$ cat src/rtl/i2s_rx_stereo_in.sv
// I2S slave receiver: deserializes L/R words, rounds and saturates them to OUT_BITS,
// and hands the pair to the multiplexer on the 48 kHz enable.
module i2s_rx_stereo_in #(
  parameter int SLOT_BITS = 32,
  parameter int DATA_BITS = 24,
  parameter int OUT_BITS  = 18
) (
  input  logic                       clock,
  input  logic                       reset,
  input  logic                       bclk_in,
  input  logic                       lrclk_in,
  input  logic                       sdata_in,
  input  logic                       clken48kHz,
  output logic signed [OUT_BITS-1:0] left_out,
  output logic signed [OUT_BITS-1:0] right_out,
  output logic                       frame_valid,
  output logic                       overrun,
  output logic                       sync_ok
);

  localparam int CNT_W   = $clog2(SLOT_BITS + 1);
  localparam int SHIFT_R = DATA_BITS - OUT_BITS;
  localparam logic [CNT_W-1:0]    LAST_BIT = CNT_W'(DATA_BITS - 1);
  localparam logic [DATA_BITS:0]  HALF_LSB = (DATA_BITS + 1)'(1) << (SHIFT_R - 1);
  localparam logic [OUT_BITS-1:0] MAX_POS  = {1'b0, {(OUT_BITS - 1){1'b1}}};

  typedef enum logic [1:0] {
    IDLE,
    SKIP,
    SHIFT,
    WAIT
  } state_t;

  state_t state, state_n;

  logic [2:0] bclk_s;
  logic [1:0] lr_s;
  logic [1:0] sd_s;
  logic       lr_prev;
  logic       bclk_rise;
  logic       lr_now;
  logic       sd_now;
  logic       lr_edge;

  logic                 chan;
  logic [CNT_W-1:0]     bitcnt;
  logic [DATA_BITS-2:0] shreg;
  logic [DATA_BITS-1:0] word_in;
  logic [DATA_BITS-1:0] left_hold;
  logic [DATA_BITS-1:0] right_hold;
  logic                 left_valid;
  logic                 fdone;
  logic [1:0]           lock_cnt;

  logic shift_en;
  logic last_bit;
  logic short_slot;
  logic start_slot;

  logic [DATA_BITS:0]  left_sum;
  logic [DATA_BITS:0]  right_sum;
  logic [OUT_BITS-1:0] left_rnd;
  logic [OUT_BITS-1:0] right_rnd;
  logic [OUT_BITS-1:0] pend_l;
  logic [OUT_BITS-1:0] pend_r;
  logic                pending;
  logic                unused_sum;

  // Two-flop synchronizers; bclk gets a third flop so its rising edge becomes a one-cycle strobe
  always_ff @(posedge clock or negedge reset) begin
    if (!reset) begin
      bclk_s <= '0;
      lr_s   <= '0;
      sd_s   <= '0;
    end else begin
      bclk_s <= {bclk_s[1:0], bclk_in};
      lr_s   <= {lr_s[0], lrclk_in};
      sd_s   <= {sd_s[0], sdata_in};
    end
  end

  assign bclk_rise = bclk_s[1] & ~bclk_s[2];
  assign lr_now    = lr_s[1];
  assign sd_now    = sd_s[1];
  assign lr_edge   = bclk_rise & (lr_now ^ lr_prev);
  assign word_in   = {shreg, sd_now};

  always_ff @(posedge clock or negedge reset) begin
    if (!reset) begin
      state <= IDLE;
    end else begin
      state <= state_n;
    end
  end

  // The bclk rise that reveals an lrclk edge is itself the I2S delay bit, so SKIP
  // only needs one clock to arm the counter before the MSB arrives
  always_comb begin
    state_n    = state;
    shift_en   = 1'b0;
    last_bit   = 1'b0;
    short_slot = 1'b0;
    start_slot = 1'b0;
    case (state)
      IDLE: begin
        if (lr_edge && !lr_now) begin
          start_slot = 1'b1;
          state_n    = SKIP;
        end
      end
      SKIP: begin
        state_n = SHIFT;
      end
      SHIFT: begin
        if (bclk_rise) begin
          if (bitcnt == LAST_BIT) begin
            shift_en = 1'b1;
            last_bit = 1'b1;
            if (lr_edge) begin
              start_slot = 1'b1;
              state_n    = SKIP;
            end else begin
              state_n = WAIT;
            end
          end else if (lr_edge) begin
            short_slot = 1'b1;
            start_slot = 1'b1;
            state_n    = SKIP;
          end else begin
            shift_en = 1'b1;
          end
        end
      end
      WAIT: begin
        if (lr_edge) begin
          start_slot = 1'b1;
          state_n    = SKIP;
        end
      end
      default: state_n = IDLE;
    endcase
  end

  // Word capture and channel sequencing; a right word only forms a frame behind a valid left word
  always_ff @(posedge clock or negedge reset) begin
    if (!reset) begin
      lr_prev    <= 1'b0;
      chan       <= 1'b0;
      bitcnt     <= '0;
      shreg      <= '0;
      left_hold  <= '0;
      right_hold <= '0;
      left_valid <= 1'b0;
      fdone      <= 1'b0;
      lock_cnt   <= '0;
      sync_ok    <= 1'b0;
    end else begin
      fdone <= 1'b0;
      if (bclk_rise) begin
        lr_prev <= lr_now;
      end
      if (shift_en) begin
        shreg  <= word_in[DATA_BITS-2:0];
        bitcnt <= bitcnt + 1'b1;
      end
      if (last_bit) begin
        if (!chan) begin
          left_hold  <= word_in;
          left_valid <= 1'b1;
        end else if (left_valid) begin
          right_hold <= word_in;
          left_valid <= 1'b0;
          fdone      <= 1'b1;
          if (lock_cnt != 2'd2) begin
            lock_cnt <= lock_cnt + 1'b1;
          end
          if (lock_cnt != 2'd0) begin
            sync_ok <= 1'b1;
          end
        end
      end
      if (short_slot) begin
        left_valid <= 1'b0;
        lock_cnt   <= '0;
        sync_ok    <= 1'b0;
      end
      if (start_slot) begin
        chan   <= lr_now;
        bitcnt <= '0;
      end
    end
  end

  // Round half up at the output LSB; only positive words can carry into the sign bit
  assign left_sum   = {left_hold[DATA_BITS-1], left_hold} + HALF_LSB;
  assign right_sum  = {right_hold[DATA_BITS-1], right_hold} + HALF_LSB;
  assign left_rnd   = (!left_hold[DATA_BITS-1] && left_sum[DATA_BITS-1]) ?
                      MAX_POS : left_sum[DATA_BITS-1 -: OUT_BITS];
  assign right_rnd  = (!right_hold[DATA_BITS-1] && right_sum[DATA_BITS-1]) ?
                      MAX_POS : right_sum[DATA_BITS-1 -: OUT_BITS];
  assign unused_sum = ^{left_sum[DATA_BITS], left_sum[SHIFT_R-1:0],
                        right_sum[DATA_BITS], right_sum[SHIFT_R-1:0]};

  // Pending buffer decouples frame arrival from the sample enable; outputs move only on clken48kHz
  always_ff @(posedge clock or negedge reset) begin
    if (!reset) begin
      pend_l      <= '0;
      pend_r      <= '0;
      pending     <= 1'b0;
      left_out    <= '0;
      right_out   <= '0;
      frame_valid <= 1'b0;
      overrun     <= 1'b0;
    end else begin
      frame_valid <= fdone;
      if (clken48kHz && pending) begin
        left_out  <= pend_l;
        right_out <= pend_r;
      end
      if (fdone) begin
        pend_l  <= left_rnd;
        pend_r  <= right_rnd;
        pending <= 1'b1;
        if (pending && !clken48kHz) begin
          overrun <= 1'b1;
        end
      end else if (clken48kHz) begin
        pending <= 1'b0;
      end
    end
  end

endmodule

$ cat config.mk
export PLATFORM = sky130hd
export DESIGN_NAME = i2s_rx_stereo_in
export DESIGN_NICKNAME = d
export VERILOG_FILES = /design/src/rtl/i2s_rx_stereo_in.sv
export SDC_FILE = /design/constraint.sdc
export NUM_CORES = 1
export LEC_CHECK = 0
export ABC_AREA = 0
export CORE_ASPECT_RATIO = 1.5
export CORE_MARGIN = 2
export CORE_UTILIZATION = 29
export DETAILED_ROUTE_END_ITERATION = 8
export RECOVER_POWER = 50
export SETUP_SLACK_MARGIN = 0.15
export SYNTH_ARGS = -nofsm -noshare
export SYNTH_HDL_FRONTEND = slang
export SYNTH_SLANG_ARGS = --single-unit
$ cat constraint.sdc
create_clock -name clock -period 2.2 [get_ports clock]
set_clock_uncertainty 0.1 [all_clocks]
set_input_delay 0.22 -clock clock [delete_from_list [all_inputs] [get_ports clock]]
set_output_delay 0.22 -clock clock [all_outputs]
set_load 0.02 [all_outputs]
### Yosys cells after proc, flatten, opt, wreduce, memory -nomap -nowiden

Index checks and enable logic that the tools add are counted.

* bits of input ports: 6
* register bits after elaboration: 168
* logic and storage cells: 103
* output and inout bits: 39

* mux-type cells: 42
* reductions and logical operators: 24
* bitwise gates (word level): 5
* add/subtract/negate cells: 4
* equality and inequality tests: 7

Operator list (count)
* 24-bit by 7-bit adder with 24-bit output, second input constant: 2
* 18-bit 2-to-1 mux: 2
* 1-bit 2-to-1 mux: 26
* 2-bit 2-to-1 mux: 10
* 2-bit nonzero test: 8
* 6-bit 2-to-1 mux: 2
* 2-bit case mux with 4 select lines: 1
* 4-bit AND reduction: 2
* 6-bit by 1-bit adder with 6-bit output, second input constant: 1
* 6-bit by 5-bit == test with 1-bit output, second input constant: 1
* 2-bit != test, second input constant: 3
* 2-bit AND reduction: 3
* 1-bit logical AND: 5
* 2-bit == test, second input constant: 2
* 1-bit zero test: 4
* 1-bit case mux with 3 select lines: 1
* 3-bit AND reduction: 1
* 2-bit by 1-bit adder with 2-bit output, second input constant: 1
* 1-bit AND: 2
* 2-bit by 1-bit == test with 1-bit output, second input constant: 1
* 2-bit zero test: 1
* 1-bit inverter: 2
* 1-bit XOR: 1

### Logic depth before layout (Yosys ltp)

Gate-level depths: netlist (run 1).

* depth in word-level cells: 9
* gate-level depth with buffers: 8
* depth with buffers taken out: 6

### Least setup slack after synthesis (run 1)

No wires, ideal clock.

* kind: register to register
* start: reg bitcnt[0]
* end: reg left_hold[20]
* setup slack: -0.037 ns
* required time: 1.975 ns
* library setup time: 0.125 ns
* buffers on the path: 1
* cell stages (with the launch flop): 6
* arrival time: 2.012 ns
* clock period less this slack: 2.237 ns
* path through: dfrtp_1 ha_1 nand4b_1 nor4_1 clkbuf_1 mux2_2

* longest elaborated chain between the ends: 5

RTL lines
* start: declaration: line 46 `logic [CNT_W-1:0] bitcnt;`
* start signal: assignment: line 164 `bitcnt <= bitcnt + 1'b1;`
* 6-bit by 5-bit == test with 1-bit output: line 116 `if (bitcnt == LAST_BIT) begin`
* 1-bit 2-to-1 mux: line 116
* 1-bit 2-to-1 mux: line 115 `if (bclk_rise) begin`
* 1-bit 2-to-1 mux: line 104 `case (state)`
* 2-bit AND reduction (no line)
* end signal: assignment: line 168 `left_hold <= word_in;`
* end: declaration: line 49 `logic [DATA_BITS-1:0] left_hold;`

Every way passes these cells.
A chain may end at the register's enable or synchronous reset.

### Final worst setup path (run 1)

* start: reg bitcnt[1]
* end: reg right_hold[23]

* longest elaborated chain between the ends: 5

RTL lines
* 6-bit by 5-bit == test with 1-bit output: line 116
* 1-bit 2-to-1 mux: line 116
* 1-bit 2-to-1 mux: line 115
* 1-bit 2-to-1 mux: line 104
* 3-bit AND reduction (no line)
* end signal: assignment: line 171 `right_hold <= word_in;`
* end: declaration: line 50 `logic [DATA_BITS-1:0] right_hold;`

Every way passes these cells.

==> results of run 1 <==
-- logic make-up (layout without fill, tap and decap cells) --
| logic type | count (synthesis) | after routing | share of synthesized area |
|---|---|---|---|
| compound gates | 75 | 75 | 0.0888 |
| flops | 158 | 158 | 0.572 |
| mux | 97 | 97 | 0.158 |
| xor+xnor | 27 | 27 | 0.0342 |
| simple gates | 148 | 149 | 0.111 |
| buf+inv | 40 | 136 | 0.0266 |
| fa+ha+maj | 5 | 5 | 0.00906 |
-- sequential cells by signal, summed over array words and instances, names as in the netlist, 2 cells and up --
signal,cells
right_out,18
lr_s,2
left_hold,19
left_out,18
bitcnt,6
bclk_s,3
pend_l,18
right_hold,19
state,2
sd_s,2
pend_r,18
shreg,23
lock_cnt,2
-- how the worst min path moves through the flow --
stage,to,slack (ps),cells past startpoint
2_1_floorplan,bclk_s[0]$_DFF_PN0_,-180,0
5_1_grt,bclk_s[0]$_DFF_PN0_,240,1
3_3_place_gp,left_out[6]$_DFFE_PN0P_,80,1
4_1_cts,bclk_s[0]$_DFF_PN0_,110,1
6_report,bclk_s[0]$_DFF_PN0_,240,1
3_5_place_dp,left_out[6]$_DFFE_PN0P_,90,1
-- cell usage in the layout, fill, tap and decap left out, types with 11 or more instances in the layout --
master / netlist / final
dfrtp_1: 158 / 156
mux2_2: 94 / 85
nor2_1: 42 / 42
clkdlybuf4s50_1: 0 / 40
nand2_1: 33 / 32
buf_4: 0 / 30
xnor2_1: 24 / 24
clkbuf_16: 0 / 19
a31oi_1: 18 / 18
o21ai_0: 18 / 17
inv_1: 16 / 16
nand3_1: 14 / 13
nor3_1: 12 / 12
a21oi_1: 12 / 11
-- power by group through the flow --
| stage | sequential [W] | combinational [W] | clock (W) |
|---|---|---|---|
| floorplan | 0.00312 | 0.000177 | 0 |
| global placement | 0.00315 | 0.000294 | 0 |
| detailed placement | 0.00315 | 0.000301 | 0 |
| CTS | 0.00310 | 0.000300 | 0.00297 |
| global route | 0.00311 | 0.000411 | 0.00309 |
| finish | 0.00310 | 0.000358 | 0.00288 |
-- routing by layer --
| layer | part of all wire | vias up | GRT usage |
|---|---|---|---|
| li1 | - | 2145 | - |
| met1 | 0.42 | 2191 | 0.136 |
| met2 | 0.54 | 60 | 0.206 |
| met3 | 0.023 | 22 | 0.0237 |
| met4 | 0.024 | 0 | 0.0550 |
| met5 | 0 | - | 0 |
-- layout make-up --
class / instances / area [sq um]
sequential: 158 / 3960
clock inverter: 9 / 110
fill: 2290 / 14800
timing repair buffer: 88 / 863
clock buffer: 23 / 468
tap: 319 / 399
inverter: 16 / 60.1
multi-input combinational: 353 / 2880
-- per-stage QoR --
step                instance area, sq um  setup WS [ps]  power, W
floorplan                           6940           29.5   0.00330
global placement                    7930           75.9   0.00344
detailed placement                  7930           29.3   0.00345
CTS                                 8530            147   0.00637
global route                        8740           80.3   0.00661
finish                              8740            147   0.00634
-- what timing repair did --
item                       4_1_cts  5_1_grt
resized for setup                1       22
pin swaps                        1        3
cloned                           1        2
setup buffers                    0       14
hold buffers                     1        0
hold endpoints to repair        66        0
setup endpoints to repair       17       83
==> flow_summary.json, run 1 <==
{
  "syn_nets": 561,
  "syn_inst": 550,
  "synth.avg_cell_area_sq_um": 12.6,
  "antenna_found_initial": 0,
  "grt_pass1_wl_um": 22900,
  "yosys.area.top_type": "dfrtp_1",
  "synth_common_cells": "158 x dfrtp_1, 94 x mux2_2, 42 x nor2_1",
  "routedWlPerCell_um": 14.2,
  "endpoint": "right_hold[23]$_DFFE_PN0P_",
  "final_hold_viol_count": 0,
  "startpoint": "bitcnt[1]$_DFFE_PN0P_",
  "timing.final.crit_share": 0.933,
  "crit_path_end_kind": "flip-flop",
  "firstDrtPassIters": 4,
  "ys_top_cells_by_area": "dfrtp_1 57%, mux2_2 15%, a31oi_4 3.1%",
  "cp_slowest_cell": "dfrtp_1",
  "fin_nets": 645,
  "grt_max_degree": 47,
  "worstHoldPathType": "primary input to flip-flop",
  "switching_share": 0.224,
  "setup_viol": 0,
  "fin_tns_setup_ps": 0,
  "yosys.area.top_type_share": 0.572,
  "tightest_slew_ps": 1240,
  "synth.most_common_cell": "dfrtp_1",
  "cellPowerDensity_mw_per_mm2": 726,
  "overflow": 0,
  "diodes": 0,
  "drt_wl_total_um": 13700,
  "p_comb_frac": 0.056,
  "die_area_sq_mm": 0.0251,
  "crit_arrival_ps": 2260,
  "grt_usage": 0.117,
  "intPower_w": 0.00492,
  "port_buffers": 44,
  "grt_setup_unrepaired": "yes",
  "ir_drop_v": 0.000570,
  "path_clk_slew_ps": 60,
  "cp_max_fo": 6,
  "p_sw_w": 0.00142,
  "synthFlopType": "dfrtp_1",
  "cp_common_cell": "buf_6",
  "cp_cell_sequence": "ha_4, nand4b_1, buf_6, nor4_4, buf_6, buf_12, mux2_2",
  "core_area_sq_mm": 0.0236,
  "postRouteAntennaNets": 0,
  "max_freq_mhz": 487,
  "path_depth": 7,
  "cts_tree": "yes",
  "reg2reg_to": "right_hold[23]$_DFFE_PN0P_",
  "slowest_delay_ps": 410,
  "initial_core_util": 0.293,
  "min_period_ps": 2050,
  "clk_latency_ps": 430,
  "root_buffer": "clkbuf_16",
  "worstHoldStart": "bclk_in",
  "critPathTopFamily": "buffers and inverters",
  "stdcell_count": 966,
  "required_ps": 2410,
  "hold_slack_ps": 245,
  "ios": 45,
  "gp_congestion": 0.829,
  "clock-sinks": 158,
  "drcViolationCount": 0,
  "ys_seq_area_frac": 0.572,
  "criticalPathCategory": "flip-flop to flip-flop",
  "htree_levels": 4,
  "clk_path_buf_depth": 2,
  "fp.dieW_um": 130,
  "drive_gt1_frac": 0.304,
  "rows": 69,
  "status": "finished clean",
  "cts_made_buffers": 17,
  "power.share.clock": 0.455,
  "vias": 4418,
  "critPathBufInv": 3,
  "p_seq_frac": 0.489,
  "rrSetupSlack_ps": 150,
  "ys_ff_latch": 158,
  "reg2reg_from": "bitcnt[1]$_DFFE_PN0P_",
  "async_flop_share": 1.00,
  "cp-start-kind": "flip-flop",
  "drv_cap": 0,
  "reg2reg_depth": 7,
  "hpwl_um": 9280,
  "relSlewSlack": 0.177,
  "drt_iter0_drc": 191,
  "slew_viol_final": 0,
  "syn2layout_area_growth_pct": 26.5,
  "fin_util": 0.371,
  "netlist_area_sq_mm": 0.00691,
  "post_drt_via_cell_ratio": 4.57,
  "grt_pass1_vias": 4455,
  "synth-edff-count": 0,
  "leakagePower_nw": 3.82,
  "ys_warn_count": 0,
  "ys_types": 50,
  "place_inst": 916,
  "fp.dieH_um": 193
}
Power figures use the tool's default switching activity.
==> inputs of run 2 (changes only) <==
--- a/config.mk
+++ b/config.mk
@@ -8,7 +8,7 @@
 export ABC_AREA = 0
 export CORE_ASPECT_RATIO = 1.5
 export CORE_MARGIN = 2
-export CORE_UTILIZATION = 29
+export CORE_UTILIZATION = 40
 export DETAILED_ROUTE_END_ITERATION = 8
 export RECOVER_POWER = 50
 export SETUP_SLACK_MARGIN = 0.15
==> constraint.sdc (replaced) <==
create_clock -name clock -period 2.46 [get_ports clock]
set_clock_uncertainty 0.1 [all_clocks]
set_input_delay 0.246 -clock clock [delete_from_list [all_inputs] [get_ports clock]]
set_output_delay 0.246 -clock clock [all_outputs]
set_load 0.02 [all_outputs]
==> flow_summary.json, run 2 (synthesized netlist as in run 1, its figures left out) <==
{
  "grt_max_degree": 83,
  "core_area_sq_mm": 0.0168,
  "status": "finished clean",
  "cp_cell_sequence": "ha_1, nand3_1, or4_4, or3_4, buf_12, a31oi_1",
  "largest_reg_flops": 23,
  "crit_path_end_kind": "flip-flop",
  "die_area_sq_mm": 0.0184,
  "critPathBufInv": 1,
  "min_period_ps": 2170,
  "vias": 4417,
  "fin_tns_setup_ps": 0,
  "cellPowerDensity_mw_per_mm2": 679,
  "drcViolationCount": 0,
  "drv_cap": 0,
  "startpoint": "left_hold[6]$_DFFE_PN0P_",
  "reg2reg_depth": 6,
  "crit_arrival_ps": 2410,
  "layout_common_cells": "158 x dfrtp_1, 94 x mux2_2, 42 x nor2_1, 40 x clkdlybuf4s50_1, 33 x nand2_1",
  "slowest_delay_ps": 500,
  "wl_met1_um": 5550,
  "overflow": 0,
  "tightest_slew_ps": 1290,
  "timing.final.crit_share": 0.882,
  "cts_made_buffers": 17,
  "setup_viol": 0,
  "leakagePower_nw": 3.68,
  "path_clk_slew_ps": 60,
  "drive_gt1_frac": 0.267,
  "gp_congestion": 0.831,
  "critPathTopFamily": "simple AND/OR/NAND/NOR gates",
  "clock-sinks": 158,
  "criticalPathCategory": "flip-flop to flip-flop",
  "worstHoldPathType": "flip-flop to flip-flop",
  "path_depth": 6,
  "hold_slack_ps": 254,
  "diodes": 0,
  "required_ps": 2700,
  "syn2layout_area_growth_pct": 19.8,
  "ios": 45,
  "route.met2.wl_um": 7190,
  "post_drt_via_cell_ratio": 5.31,
  "antenna_found_initial": 0,
  "cp_slowest_cell": "or4_4",
  "slew_viol_final": 0,
  "root_buffer": "clkbuf_16",
  "clk_path_buf_depth": 2,
  "clk_latency_ps": 420,
  "final_area_sq_mm": 0.00828,
  "final_common_cell": "dfrtp_1",
  "wl_met3_um": 354,
  "port_buffers": 44,
  "initial_core_util": 0.410,
  "drt_wl_total_um": 13300,
  "grt_usage": 0.155,
  "ctsResizeCount": 0,
  "grt_pass1_wl_um": 22700,
  "top_register": "shreg",
  "rows": 58,
  "routedWlPerCell_um": 15.9,
  "rrSetupSlack_ps": 290,
  "grt_setup_unrepaired": "no",
  "reg2reg_to": "pend_l[3]$_DFFE_PN0P_",
  "drt_iter0_drc": 234,
  "fp.dieH_um": 165,
  "endpoint": "pend_l[3]$_DFFE_PN0P_",
  "cp_max_fo": 10,
  "final_hold_viol_count": 0,
  "postRouteAntennaNets": 0,
  "dpl_cell_area_sq_mm": 0.00765,
  "cp-start-kind": "flip-flop",
  "reg.largest.list": "shreg x23, left_hold x19, right_hold x19",
  "grt_pass1_vias": 4552,
  "fin_nets": 620,
  "max_freq_mhz": 461,
  "dr.max_layer_used": "met4",
  "reg2reg_from": "left_hold[6]$_DFFE_PN0P_",
  "relSlewSlack": 0.138,
  "hpwl_um": 9330,
  "ir_drop_v": 0.000461,
  "firstDrtPassIters": 4,
  "htree_levels": 4,
  "fp.dieW_um": 111,
  "cts_tree": "yes"
}
==> run 2: worst min path at each step <==
stage	startpoint	to	slack [ps]	cells after the start
after floorplan	reset	bclk_s[0]$_DFF_PN0_	-150	0
after global placement	reset	sd_s[0]$_DFF_PN0_	120	1
after detailed placement	reset	sd_s[0]$_DFF_PN0_	120	1
after CTS	bclk_in	bclk_s[0]$_DFF_PN0_	160	1
after global routing	bclk_s[0]$_DFF_PN0_	bclk_s[1]$_DFF_PN0_	270	0
final	sd_s[0]$_DFF_PN0_	sd_s[1]$_DFF_PN0_	250	0
==> run 2: metrics by stage <==
stage	setup slack (ps)	power, W	std cells	util
final	290	0.00562	832	0.492
after global routing	169	0.00585	832	0.492
after CTS	212	0.00569	829	0.490
after detailed placement	225	0.00308	796	0.454
after global placement	301	0.00306	796	0.454
after floorplan	223	0.00294	550	-
==> run 2: cell type report <==
| type | count | area, sq um |
|---|---|---|
| fillers | 1511 | 8560 |
| flip-flops and latches | 158 | 3950 |
| multi-input cells | 352 | 2780 |
| repair buffers | 64 | 623 |
| clock buffers | 19 | 453 |
| well taps | 210 | 263 |
| clock inverters | 13 | 139 |
| inverters | 16 | 60.1 |
==> run 2: power by group <==
part	leakage (nW)	internal (W)	switching (W)
combinational	1.22	0.000114	0.000139
clock	0.277	0.00155	0.00104
sequential	2.18	0.00269	0.0000850
==> run 2: worst register-to-register path: cells and delay by family, from the launching register on <==
kind | cells | cell delay [ps]
compound gates | 1 | 150
flops | 1 | 390
simple gates | 3 | 1070
buf+inv | 1 | 180
fa+ha+maj | 1 | 220
==> run 2: metal layers <==
layer / GRT usage / vias to the layer above
li1: - / 2086
met1: 0.183 / 2250
met2: 0.278 / 71
met3: 0.0319 / 10
met4: 0.0567 / 0
met5: 0 / -
==> run 2: repair_timing <==
item | in CTS | in global routing
hold buffers | 1 | 0
hold endpoints to repair | 46 | 0
setup buffers | 0 | 3
setup endpoints to repair | 0 | 4
==> inputs of run 3 (changes only) <==
--- a/config.mk
+++ b/config.mk
@@ -8,8 +8,9 @@
 export ABC_AREA = 0
 export CORE_ASPECT_RATIO = 1.5
 export CORE_MARGIN = 2
-export CORE_UTILIZATION = 40
+export CORE_UTILIZATION = 55
 export DETAILED_ROUTE_END_ITERATION = 8
+export PLACE_DENSITY = 0.75
 export RECOVER_POWER = 50
 export SETUP_SLACK_MARGIN = 0.15
 export SYNTH_ARGS = -nofsm -noshare
==> flow_summary.json, run 3 (synthesized netlist as in run 1, its figures left out) <==
{
  "crit_arrival_ps": 2430,
  "ios": 45,
  "reg.largest.list": "shreg x23, left_hold x19, right_hold x19",
  "path_clk_slew_ps": 60,
  "fp.dieW_um": 95.5,
  "stdcell_count": 773,
  "grt_max_degree": 68,
  "pre_cts_slack_ps": 225,
  "vias": 4455,
  "final.fill_count": 909,
  "slew_viol_final": 0,
  "worstHoldPathType": "flip-flop to flip-flop",
  "cp-start-kind": "flip-flop",
  "drt_iter0_drc": 260,
  "postRouteAntennaNets": 0,
  "layout_common_cells": "157 x dfrtp_1, 94 x mux2_2, 42 x nor2_1, 40 x clkdlybuf4s50_1, 33 x nand2_1",
  "setup_viol": 0,
  "grt_pass1_wl_um": 21800,
  "holdPathStages": 0,
  "clock-sinks": 158,
  "gp_congestion": 0.810,
  "clk_latency_ps": 420,
  "ff_latch_area_sq_mm": 0.00396,
  "clk_path_buf_depth": 2,
  "timing.final.crit_share": 0.901,
  "diodes": 0,
  "reg2reg_from": "left_hold[6]$_DFFE_PN0P_",
  "drt_wl_total_um": 13100,
  "setup_ws_ps": 244,
  "rrSetupSlack_ps": 240,
  "fin_tns_setup_ps": 0,
  "required_ps": 2680,
  "grt_setup_unrepaired": "yes",
  "reg2reg_depth": 5,
  "core_area_sq_mm": 0.0124,
  "fin_nets": 615,
  "multiInputGateArea_sq_mm": 0.00280,
  "cts_tree": "yes",
  "cts_made_buffers": 17,
  "min_period_ps": 2220,
  "routedWlPerCell_um": 16.9,
  "antenna_found_initial": 0,
  "hpwl_um": 9040,
  "final_common_cell": "dfrtp_1",
  "overflow": 0,
  "criticalPathCategory": "flip-flop to flip-flop",
  "rows": 50,
  "grt_pass1_vias": 4511,
  "tightest_slew_ps": 1150,
  "initial_core_util": 0.558,
  "leakagePower_nw": 3.64,
  "cellPowerDensity_mw_per_mm2": 688,
  "syn2layout_area_growth_pct": 18.1,
  "htree_levels": 4,
  "post_drt_via_cell_ratio": 5.76,
  "status": "finished clean",
  "p_total_w": 0.00561,
  "fp.dieH_um": 141,
  "largest_reg_flops": 23,
  "drive_gt1_frac": 0.263,
  "drcViolationCount": 0,
  "crit_path_end_kind": "flip-flop",
  "die_area_sq_mm": 0.0135,
  "final_hold_viol_count": 0,
  "cp_max_fo": 16,
  "root_buffer": "clkbuf_16",
  "firstDrtPassIters": 5,
  "top_register": "shreg",
  "place_inst": 738,
  "ir_drop_v": 0.000487,
  "port_buffers": 44,
  "reg2reg_to": "pend_l[0]$_DFFE_PN0P_",
  "worstHoldStart": "sd_s[0]$_DFF_PN0_",
  "drv_cap": 0,
  "relSlewSlack": 0.235,
  "grt_usage": 0.209,
  "max_freq_mhz": 451,
  "hold_path_end": "sd_s[1]$_DFF_PN0_"
}
## run 3: cell types whose count changed in the layout (fill, tap and decap cells not counted), sizes merged
cell / delta
buf: -7
clkbuf: +1
clkinv: -1
inv: +3
clkinvlp: -1
## run 3: layout make-up
| type | count | area share |
|---|---|---|
| flip-flops and latches | 158 | 0.485 |
| multi-input cells | 352 | 0.343 |
| repair buffers | 59 | 0.0680 |
| clock buffers | 18 | 0.0539 |
| well taps | 156 | 0.0239 |
| clock inverters | 14 | 0.0192 |
| inverters | 16 | 0.00736 |
## run 3: how the worst max path moves through the flow
stage,start,end,depth (start not counted)
floorplan,bitcnt[0]$_DFFE_PN0P_,left_hold[20]$_DFFE_PN0P_,5
global placement,left_hold[5]$_DFFE_PN0P_,pend_l[15]$_DFFE_PN0P_,5
detailed placement,left_hold[6]$_DFFE_PN0P_,pend_l[15]$_DFFE_PN0P_,5
CTS,left_hold[6]$_DFFE_PN0P_,pend_l[4]$_DFFE_PN0P_,5
global route,left_hold[6]$_DFFE_PN0P_,pend_l[3]$_DFFE_PN0P_,5
finish,left_hold[6]$_DFFE_PN0P_,pend_l[0]$_DFFE_PN0P_,5
## run 3: routing by layer
metal  track usage  wire [um]
met2         0.360       7030
met5             0          0
met1         0.252       5290
met3        0.0465        460
met4        0.0782        305
## run 3: where the power goes
part	total (W)	internal, W	switching [W]
Combinational	0.000252	0.000114	0.000138
Clock	0.00259	0.00153	0.00105
Sequential	0.00277	0.00269	0.0000871
Total	0.00561	0.00433	0.00128
## run 3: per-stage QoR
step	utilization	cell area [sq um]	hold WS, ps
after floorplan	-	6910	-150
after detailed placement	0.609	7540	183
after global placement	0.609	7540	182
after CTS	0.657	8140	149
after global routing	0.658	8160	266
final	0.658	8160	247
## run 3: what timing repair did
item                                    CTS  global route
hold buffers                              1             0
buffers inserted                          0             2
endpoints found under the hold margin    64             0
endpoints found under the setup margin    0            28
gates resized for setup                   0             2
## run 3: critical path: stages, from the launching register on
cell     delay (ps)
dfrtp_1         400
ha_1            220
nand3_1         170
or4_4           490
or3_4           510
a31oi_1         230
==> patch, RTL diff (settings of run 1) <==
Change the parameter `OUT_BITS` from 18 to 9.
--- a/src/rtl/i2s_rx_stereo_in.sv
+++ b/src/rtl/i2s_rx_stereo_in.sv
@@ -5,3 +5,3 @@
   parameter int DATA_BITS = 24,
-  parameter int OUT_BITS  = 18
+  parameter int OUT_BITS  = 9
 ) (
Ports: changed (resized left_out and right_out); port bits go from 45 to 27. No check against the original RTL was run, so the function may have changed too.
==> patch against run 1 <==
Sequential cell count fell by 54. Power is 39% lower. Sequential power decreased by 33%. Worst setup slack improved by 0.11 ns. Global-route usage is 1.8 points lower. Final area down 41%. Sequential share of layout area is 5.0 points higher. Synthesized area shrank 37%. Routed wire length is 45% lower. Non-clock buffer count is 53 lower. Maximum frequency rose by 5.8%. Critical path type unchanged. Largest cell class unchanged. Highest routed layer unchanged.
==> patch: results (changes against run 1) <==
metric,value,unit,change
grt_start_max_net_pins,60,,was 47
synthTopCellsByArea,"dfrtp_1 (60%), mux2_2 (5.7%), mux2_1 (4.6%), mux2_4 (3.4%), nand2_1 (3.3%)",,"was dfrtp_1 (57%), mux2_2 (15%), a31oi_4 (3.1%), xnor2_1 (3.0%), nor2_1 (2.3%)"
cts-resized-gates,0,,was 1
synth_nets,359,,was 561
reg_top3,"shreg: 23 flops, left_hold: 10 flops, right_hold: 10 flops",,"was shreg: 23 flops, left_hold: 19 flops, right_hold: 19 flops"
clock_latency,0.35,ns,was 0.43 ns
synth_cell_types,48,,was 50
path_delay_family,flip-flops,,was buffers and inverters
grt_first_pass_wirelength,12.9,mm,was 22.9 mm
hold_path_class,reg -> reg,,was in -> reg
hpwl,5.34,mm,was 9.28 mm
vias,2628,,was 4418
portBuffers,26,,was 44
cp_max_fo,25,,was 6
avgRoutedWirePerCell,12.8,µm,was 14.2 µm
worstPathArrival,2.06,ns,was 2.26 ns
relSlewSlack,0.0986,,was 0.177
ir_drop,0.326,mV,was 0.570 mV
p_leak,2.39,nW,was 3.82 nW
grt_pass1_vias,2738,,was 4455
place_inst,570,,was 916
yosys-top-cells-count,"dfrtp_1 (104), nand2_1 (39), nor2_1 (25), mux2_2 (22), mux2_1 (18)",,"was dfrtp_1 (158), mux2_2 (94), nor2_1 (42), nand2_1 (33), xnor2_1 (24)"
pre_cts_ws,0.269,ns,was 0.0293 ns
post_drt_via_cell_ratio,4.48,,was 4.57
outcome,finished clean,,unchanged
ys_seq_area_frac,0.595,,was 0.572
grt.total_usage,0.0990,,was 0.117
[patch: final timing paths]
kind                       slack [ns]   endpoint  startpoint  cells after the start
setup / recovery                 0.26  shreg[22]   bitcnt[0]                      6
hold / removal                   0.25    lr_s[1]     lr_s[0]                      0
setup reg to reg                 0.26  shreg[22]   bitcnt[0]                      6
hold reg to reg                  0.25    lr_s[1]     lr_s[0]                      0
max in group asynchronous        0.40   shreg[6]       reset                      3
min in group asynchronous        0.61  bclk_s[0]       reset                      2
[patch: cell families after synthesis]
logic type,count (synthesis),synth area share
xor+xnor,18,0.0361
mux,51,0.140
compound gates,46,0.0696
flops,104,0.595
fa+ha+maj,5,0.0143
simple gates,101,0.118
buf+inv,23,0.0266
[patch: through the flow]
step	instance area, µm²	hold slack (ns)
2_1_floorplan	4370	-0.176
3_3_place_gp	4890	0.0435
3_5_place_dp	4890	0.0460
4_1_cts	5180	0.203
5_1_grt	5170	0.262
6_report	5170	0.249
[patch: metal layers]
metal,vias to the layer above,part of all wire,GRT usage,wire length [µm]
met4,0,0.026,0.0553,194
met1,1309,0.43,0.110,3200
met5,-,0,0,0
met3,12,0.024,0.0164,184
met2,38,0.52,0.179,3930
li1,1269,-,-,-
[patch: final cells by class]
cell class	instances	area share
Inverter	12	0.00870
Timing Repair Buffer	35	0.0667
Sequential cell	104	0.503
Clock inverter	7	0.0109
Clock buffer	9	0.0435
Multi-Input combinational cell	221	0.319
Tap cell	199	0.0481
[patch: power by group]
part	internal (W)	switching [W]	total [W]
clock	0.000779	0.000723	0.00150
sequential	0.00200	0.0000771	0.00208
combinational	0.000127	0.000154	0.000281
[patch: what timing repair did]
item	4_1_cts	5_1_grt
hold buffers	1	0
hold endpoints to repair	22	0
setup endpoints to repair	0	0
